### config.mk
export PLATFORM = sky130hd
export DESIGN_NAME = pipeline_ctrl
export DESIGN_NICKNAME = d
export VERILOG_FILES = /design/src/rtl/pipeline_ctrl.sv
export SDC_FILE = /design/constraint.sdc
export NUM_CORES = 1
export LEC_CHECK = 0
export CAP_MARGIN = 20
export CORE_MARGIN = 2
export CORE_UTILIZATION = 62
export DETAILED_ROUTE_END_ITERATION = 8
export DONT_BUFFER_PORTS = 1
export PLACE_DENSITY = 0.86
export REMOVE_ABC_BUFFERS = 1
export SLEW_MARGIN = 20
export SYNTH_ARGS = -nofsm -noshare
export SYNTH_HDL_FRONTEND = slang
export SYNTH_SLANG_ARGS = --single-unit
### constraint.sdc
create_clock -name clk -period 2.16 [get_ports clk]
set_input_delay 0.216 -clock clk [delete_from_list [all_inputs] [get_ports clk]]
set_output_delay 0.216 -clock clk [all_outputs]
set_load 0.02 [all_outputs]
### src/rtl/pipeline_ctrl.sv
`default_nettype none
// ============================================================================
// Module   : pipeline_ctrl
// Brief    : Stall/flush sequencer for the 5-stage pipeline with multi-cycle
//            watchdog and saturating stall/flush performance counters.
// Revision : 1.0 - initial release
// ============================================================================
module pipeline_ctrl #(
    parameter int MC_TIMEOUT = 64,
    parameter int CNT_W      = 16
) (
    input  logic             clk,
    input  logic             rst,
    input  logic             load_use_stall,
    input  logic             branch_taken,
    input  logic             ex_mc_op,
    input  logic             mc_done,
    input  logic             halt_req,
    output logic             mc_start,
    output logic             pc_we,
    output logic             ifid_we,
    output logic             ifid_flush,
    output logic             idex_we,
    output logic             idex_flush,
    output logic             exmem_we,
    output logic             exmem_flush,
    output logic             halted,
    output logic             mc_timeout,
    output logic [CNT_W-1:0] stall_cycles,
    output logic [CNT_W-1:0] flush_count
);

    // Watchdog only has to reach MC_TIMEOUT-1
    localparam int                c_wd_w    = (MC_TIMEOUT > 2) ? $clog2(MC_TIMEOUT) : 1;
    localparam logic [c_wd_w-1:0] c_wd_last = c_wd_w'(MC_TIMEOUT - 1);
    localparam logic [CNT_W-1:0]  c_cnt_max = '1;

    typedef enum logic [1:0] {
        ST_RUN     = 2'd0,
        ST_MC_WAIT = 2'd1,
        ST_HALT    = 2'd2,
        ST_ERROR   = 2'd3
    } state_t;

    state_t              r_state;
    state_t              w_state_next;
    logic [c_wd_w-1:0]   r_wdog;
    logic                r_mc_timeout;
    logic [CNT_W-1:0]    r_stall_cycles;
    logic [CNT_W-1:0]    r_flush_count;
    logic                w_br_accept;
    logic                w_wd_clr;
    logic                w_wd_inc;

    always_comb begin
        mc_start     = 1'b0;
        pc_we        = 1'b1;
        ifid_we      = 1'b1;
        ifid_flush   = 1'b0;
        idex_we      = 1'b1;
        idex_flush   = 1'b0;
        exmem_we     = 1'b1;
        exmem_flush  = 1'b0;
        halted       = 1'b0;
        w_state_next = r_state;
        w_br_accept  = 1'b0;
        w_wd_clr     = 1'b0;
        w_wd_inc     = 1'b0;

        case (r_state)
            ST_RUN: begin
                if (branch_taken) begin
                    ifid_flush  = 1'b1;
                    idex_flush  = 1'b1;
                    w_br_accept = 1'b1;
                end else if (ex_mc_op) begin
                    mc_start     = 1'b1;
                    pc_we        = 1'b0;
                    ifid_we      = 1'b0;
                    idex_we      = 1'b0;
                    exmem_flush  = 1'b1;
                    w_wd_clr     = 1'b1;
                    w_state_next = ST_MC_WAIT;
                end else if (load_use_stall) begin
                    pc_we      = 1'b0;
                    ifid_we    = 1'b0;
                    idex_flush = 1'b1;
                end else if (halt_req) begin
                    w_state_next = ST_HALT;
                end
            end

            ST_MC_WAIT: begin
                // mc_done lets the whole pipe advance with the result this cycle
                if (mc_done) begin
                    w_state_next = halt_req ? ST_HALT : ST_RUN;
                end else begin
                    pc_we       = 1'b0;
                    ifid_we     = 1'b0;
                    idex_we     = 1'b0;
                    exmem_flush = 1'b1;
                    w_wd_inc    = 1'b1;
                    if (r_wdog == c_wd_last) begin
                        w_state_next = ST_ERROR;
                    end
                end
            end

            ST_HALT: begin
                halted     = 1'b1;
                pc_we      = 1'b0;
                ifid_we    = 1'b0;
                idex_flush = 1'b1;
                if (branch_taken) begin
                    // Redirect target is still captured while the back end drains
                    pc_we        = 1'b1;
                    ifid_flush   = 1'b1;
                    w_br_accept  = 1'b1;
                    w_state_next = halt_req ? ST_HALT : ST_RUN;
                end else if (ex_mc_op) begin
                    mc_start     = 1'b1;
                    idex_we      = 1'b0;
                    idex_flush   = 1'b0;
                    exmem_flush  = 1'b1;
                    w_wd_clr     = 1'b1;
                    w_state_next = ST_MC_WAIT;
                end else if (!halt_req) begin
                    w_state_next = ST_RUN;
                end
            end

            ST_ERROR: begin
                pc_we    = 1'b0;
                ifid_we  = 1'b0;
                idex_we  = 1'b0;
                exmem_we = 1'b0;
            end

            default: begin
                w_state_next = ST_RUN;
            end
        endcase

        if (rst) begin
            mc_start     = 1'b0;
            pc_we        = 1'b0;
            ifid_we      = 1'b0;
            ifid_flush   = 1'b1;
            idex_we      = 1'b0;
            idex_flush   = 1'b1;
            exmem_we     = 1'b0;
            exmem_flush  = 1'b1;
            halted       = 1'b0;
            w_br_accept  = 1'b0;
            w_wd_clr     = 1'b0;
            w_wd_inc     = 1'b0;
            w_state_next = ST_RUN;
        end
    end

    always_ff @(posedge clk) begin
        if (rst) begin
            r_state        <= ST_RUN;
            r_wdog         <= '0;
            r_mc_timeout   <= 1'b0;
            r_stall_cycles <= '0;
            r_flush_count  <= '0;
        end else begin
            r_state <= w_state_next;

            if (w_wd_clr) begin
                r_wdog <= '0;
            end else if (w_wd_inc) begin
                r_wdog <= r_wdog + 1'b1;
            end

            if (w_state_next == ST_ERROR) begin
                r_mc_timeout <= 1'b1;
            end

            if (!pc_we && (r_stall_cycles != c_cnt_max)) begin
                r_stall_cycles <= r_stall_cycles + 1'b1;
            end

            if (w_br_accept && (r_flush_count != c_cnt_max)) begin
                r_flush_count <= r_flush_count + 1'b1;
            end
        end
    end

    assign mc_timeout   = r_mc_timeout;
    assign stall_cycles = r_stall_cycles;
    assign flush_count  = r_flush_count;

endmodule
`default_nettype wire

---- After elaboration in Yosys (flattened, before gate mapping) ----
Index checks and enable logic that the tools add are counted.
word-level totals
  output and inout port bits .............. 42
  register bits after elaboration ......... 41
  bits of input ports ..................... 7
cells by class
  multiplexer cells ....................... 46
  reduce and logical (&&, ||, !) cells .... 7
  $add $sub $neg .......................... 3
  equality and inequality tests ........... 7
operators with widths
  kind                                                 count
  adder 16 x 1 -> 16 bit, second input constant        2
  inequality test 16 bit, second input constant        2
  two-way mux 1 bit                                    29
  two-way mux 2 bit                                    11
  adder 6 x 1 -> 6 bit, second input constant          1
  equality test 2 bit, second input constant           3
  equality test 6 bit, second input constant           1
  case mux 1 bit (3 select lines)                      2
  case mux 2 bit (3 select lines)                      1
  OR reduction 2 bit                                   3
  case mux 1 bit (2 select lines)                      2
  case mux 1 bit (4 select lines)                      1
  equality test 2 x 1 -> 1 bit, second input constant  1
  logical AND 1 bit                                    2
  logical NOT 2 bit                                    1
  logical NOT 1 bit                                    1

---- Longest topological paths before layout ----
  depth in word-level cells ............... 7
  gate-level depth with buffers ........... 7
  mapped depth without buffers ............ 6

---- Worst setup path after synthesis ----
No wires, ideal clock.
  kind .................................... register to output
  start ................................... reg r_state[0]
  end ..................................... out ifid_we
  stages on the path, launching flop included .. 5
  path slack .............................. 0.033 ns
  data arrival time ....................... 1.911 ns
  cell sequence ........................... dfxtp_1 -> buf_2 -> clkbuf_1 -> nor3_1 -> a2111oi_0
between the ends
  longest elaborated chain between the ends .. 4
ends and longest elaborated chain
  item                                 RTL line  source
  from (decl)                          45        state_t r_state;
  from (signal assigned)               169       r_state <= w_state_next;
  equality test 2 bit                  70        case (r_state)
  OR reduction 2 bit (no source line)  --
  case mux 1 bit (3 select lines) (*)  70
  two-way mux 1 bit (*)                144       if (rst) begin
  to (decl)                            21        output logic ifid_we,
Mark *: on every way between the ends. The rest lies on a longest branch, timed or not.

---- Worst setup path after layout ----
  start ................................... reg r_state[1]
  end ..................................... out pc_we
between the ends
  longest elaborated chain between the ends .. 3
ends and longest elaborated chain
  item                                         RTL line  source
  equality test 2 bit (tied with other cells)  70
  case mux 1 bit (4 select lines) (*)          70
  two-way mux 1 bit (*)                        144
  to (decl)                                    20        output logic pc_we,
Marks and branches as above.

==> impl_metrics.toml <==
[drt]
wl_per_cell_um = 15.2
wl_mm = 5.04
drt-pass1-iter-count = 4
drc_errors = 0
ant_nets = 0
dr_total_vias = 1983
drt_iter0_markers = 174
vias_per_cell = 5.97

[cts]
root_buffer = "clkbuf_4"
ctsHoldBuffers = 1
cts_setup_buffers = 0
clk_pin_slew_worst_paths_ns = 0.11
tritoncts = "done"
htree_levels = 2
cts_made_buffers = 5
clkLatencyLatePin_ns = 0.35
cts-resized-gates = 0
clock_sinks = 41
cts_buffer_depth = 2

[synth]
synth_top_area_frac = 0.380
synthFlopType = "dfxtp_1"
synthCells = 259
synth.largest_area_cell = "dfxtp_1"
synth_area_um2 = 2160
async_flop_share = 0
ys_warn_count = 0
synth.most_common_cell = "nor2_1"
ys_ff_latch = 41
synth_commonest_cells = "43 x nor2_1, 41 x dfxtp_1, 21 x xnor2_1"
synth_cell_types = 47
synth_edf_count = 0
ys_top_cells_by_area = "dfxtp_1 38%, xnor2_1 8.5%, nor2_1 7.5%, nand4_1 3.2%, nand3_1 2.8%"
yosysSeqAreaShare = 0.380
avgSynthCellArea_um2 = 8.34

[finish]
nNetsFinal = 295
antenna_cells = 0
nFillCells = 261
multi_input_area_um2 = 1260
finalNonFillerCells = 332
utilization = 0.747
drive_above_1_share = 0.171
seqCellArea_um2 = 821
syn2layout_area_growth_pct = 15.5

[floorplan]
io_pins = 49
die_area_um2 = 3970
dieWidth_um = 63.0
die_y_um = 63.0
start_util = 0.647
rows = 21
fp.coreArea_um2 = 3340

[sta]
max_slew_margin = 0.303
min_period_over_period = 0.941
fmax_ghz = 0.492
rsz0062_at_grt = "no"
min_period_ns = 2.03
fin_worst_skew_ns = 0.0107
hold_viol = 0
final.setup.tns_ns = 0
setup_viol = 0
drv_slew = 0
worstMarginPinSlew_ns = 1.04
hold_ws_ns = 0.0564

[min_path]
worstHoldPathCells = 2
hold_class = "input pin to flip-flop"
min-delay-start = "rst"
hold_path_end = "stall_cycles[11]"

[critical_path]
worstSetupPathType = "flip-flop to output pin"
arrival_ns = 1.82
critPathSlowestCell = "or4_4"
worst-path-buf-inv = 1
required_ns = 1.94
start_kind = "flip-flop"
cp_max_fo = 7
r2r_slack_ns = 0.16
critPathCaptureType = "output pin"
path_delay_family = "simple AND/OR/NAND/NOR gates"
r2r_end = "flush_count[15]"
r2r_start = "r_state[0]"
worstPathCellList = "or4_4 -> a31oi_4 -> buf_4"
rr_worst_depth = 6
max_stage_delay_ns = 0.54

[pwr]
ir_worst_vdd_mv = 0.385
p_leak_nw = 0.925
p_per_area_nw_per_um2 = 593

[global_route]
grt.total_usage = 0.263
antenna_found_initial = 0
grt_overflow = 0
grt_pass1_vias = 1843
grt_max_degree = 28
grt_first_pass_wirelength_mm = 8.35

[place]
place_hpwl_mm = 3.62
io_buffers = 0
dpl.cell_count = 323
routabilityCongestion = 0.914

[run]
cap_violations = 0

[outcome]
run_status = "finished clean"
==> layout make-up <==
class	instances	area share
multi-input combinational	197	0.504
sequential	41	0.329
timing repair buffer	32	0.0973
tap	46	0.0231
clock buffer	7	0.0221
clock inverter	1	0.0120
inverter	8	0.0120
==> report_power, final <==
| part | leakage (nW) | internal [mW] | switching [mW] | total (mW) |
|---|---|---|---|---|
| Sequential | 0.331 | 0.771 | 0.0132 | 0.785 |
| Combinational | 0.548 | 0.0669 | 0.113 | 0.180 |
| Clock | 0.0455 | 0.277 | 0.237 | 0.514 |
==> cell usage in the layout (no fill, tap or decap), types with 8 or more instances in the layout <==
cell type	count
dfxtp_1	41
inv_1	8
buf_4	31
nand4_1	11
nand3_1	12
xnor2_1	21
a21oi_1	8
nand2_1	15
nor3_1	11
nor2_1	43
==> sequential cells by signal, indices dropped and copies added (netlist names) <==
| name | flops |
|---|---|
| flush_count | 16 |
| mc_timeout | 1 |
| r_state | 2 |
| r_wdog | 6 |
| stall_cycles | 16 |
==> routing by layer <==
layer | vias to the layer above | part of all wire | global-route usage
met2 | 58 | 0.51 | 0.457
met1 | 949 | 0.42 | 0.299
met4 | 0 | 0.0058 | 0.0778
met5 | - | 0 | 0
met3 | 4 | 0.068 | 0.0955
li1 | 972 | - | -
==> metrics by stage <==
stage / area [um^2] / total power [mW] / setup slack [ns]
after floorplan: 2110 / 0.918 / 0.101
after global placement: 2400 / 0.964 / 0.315
after detailed placement: 2400 / 0.970 / 0.239
after CTS: 2490 / 1.49 / 0.127
after global routing: 2490 / 1.55 / 0.00685
final: 2490 / 1.48 / 0.127
==> worst max-delay path by stage <==
stage,start,endpoint,cells after the start
after global placement,r_state[1],stall_cycles[7],5
after global routing,r_state[0],flush_count[15],6
after floorplan,r_state[0],stall_cycles[13],5
after detailed placement,r_state[1],stall_cycles[13],5
after CTS,r_state[1],pc_we,3
final,r_state[1],pc_we,3
==> worst reg2reg max path, delay by kind of cell (launching register included) <==
kind | cells | cell delay [ns]
AND/OR/NAND/NOR | 4 | 1.15
flip-flops | 1 | 0.35
buffers and inverters | 1 | 0.19
XOR/XNOR | 1 | 0.17
==> logic make-up after synthesis <==
kind of cell,share of synthesized area
simple gates,0.315
mux,0.0295
fa+ha+maj,0.0174
compound gates,0.122
xor+xnor,0.0973
buf+inv,0.0382
flops,0.380
Note: power is estimated with default switching activity, not from simulation.
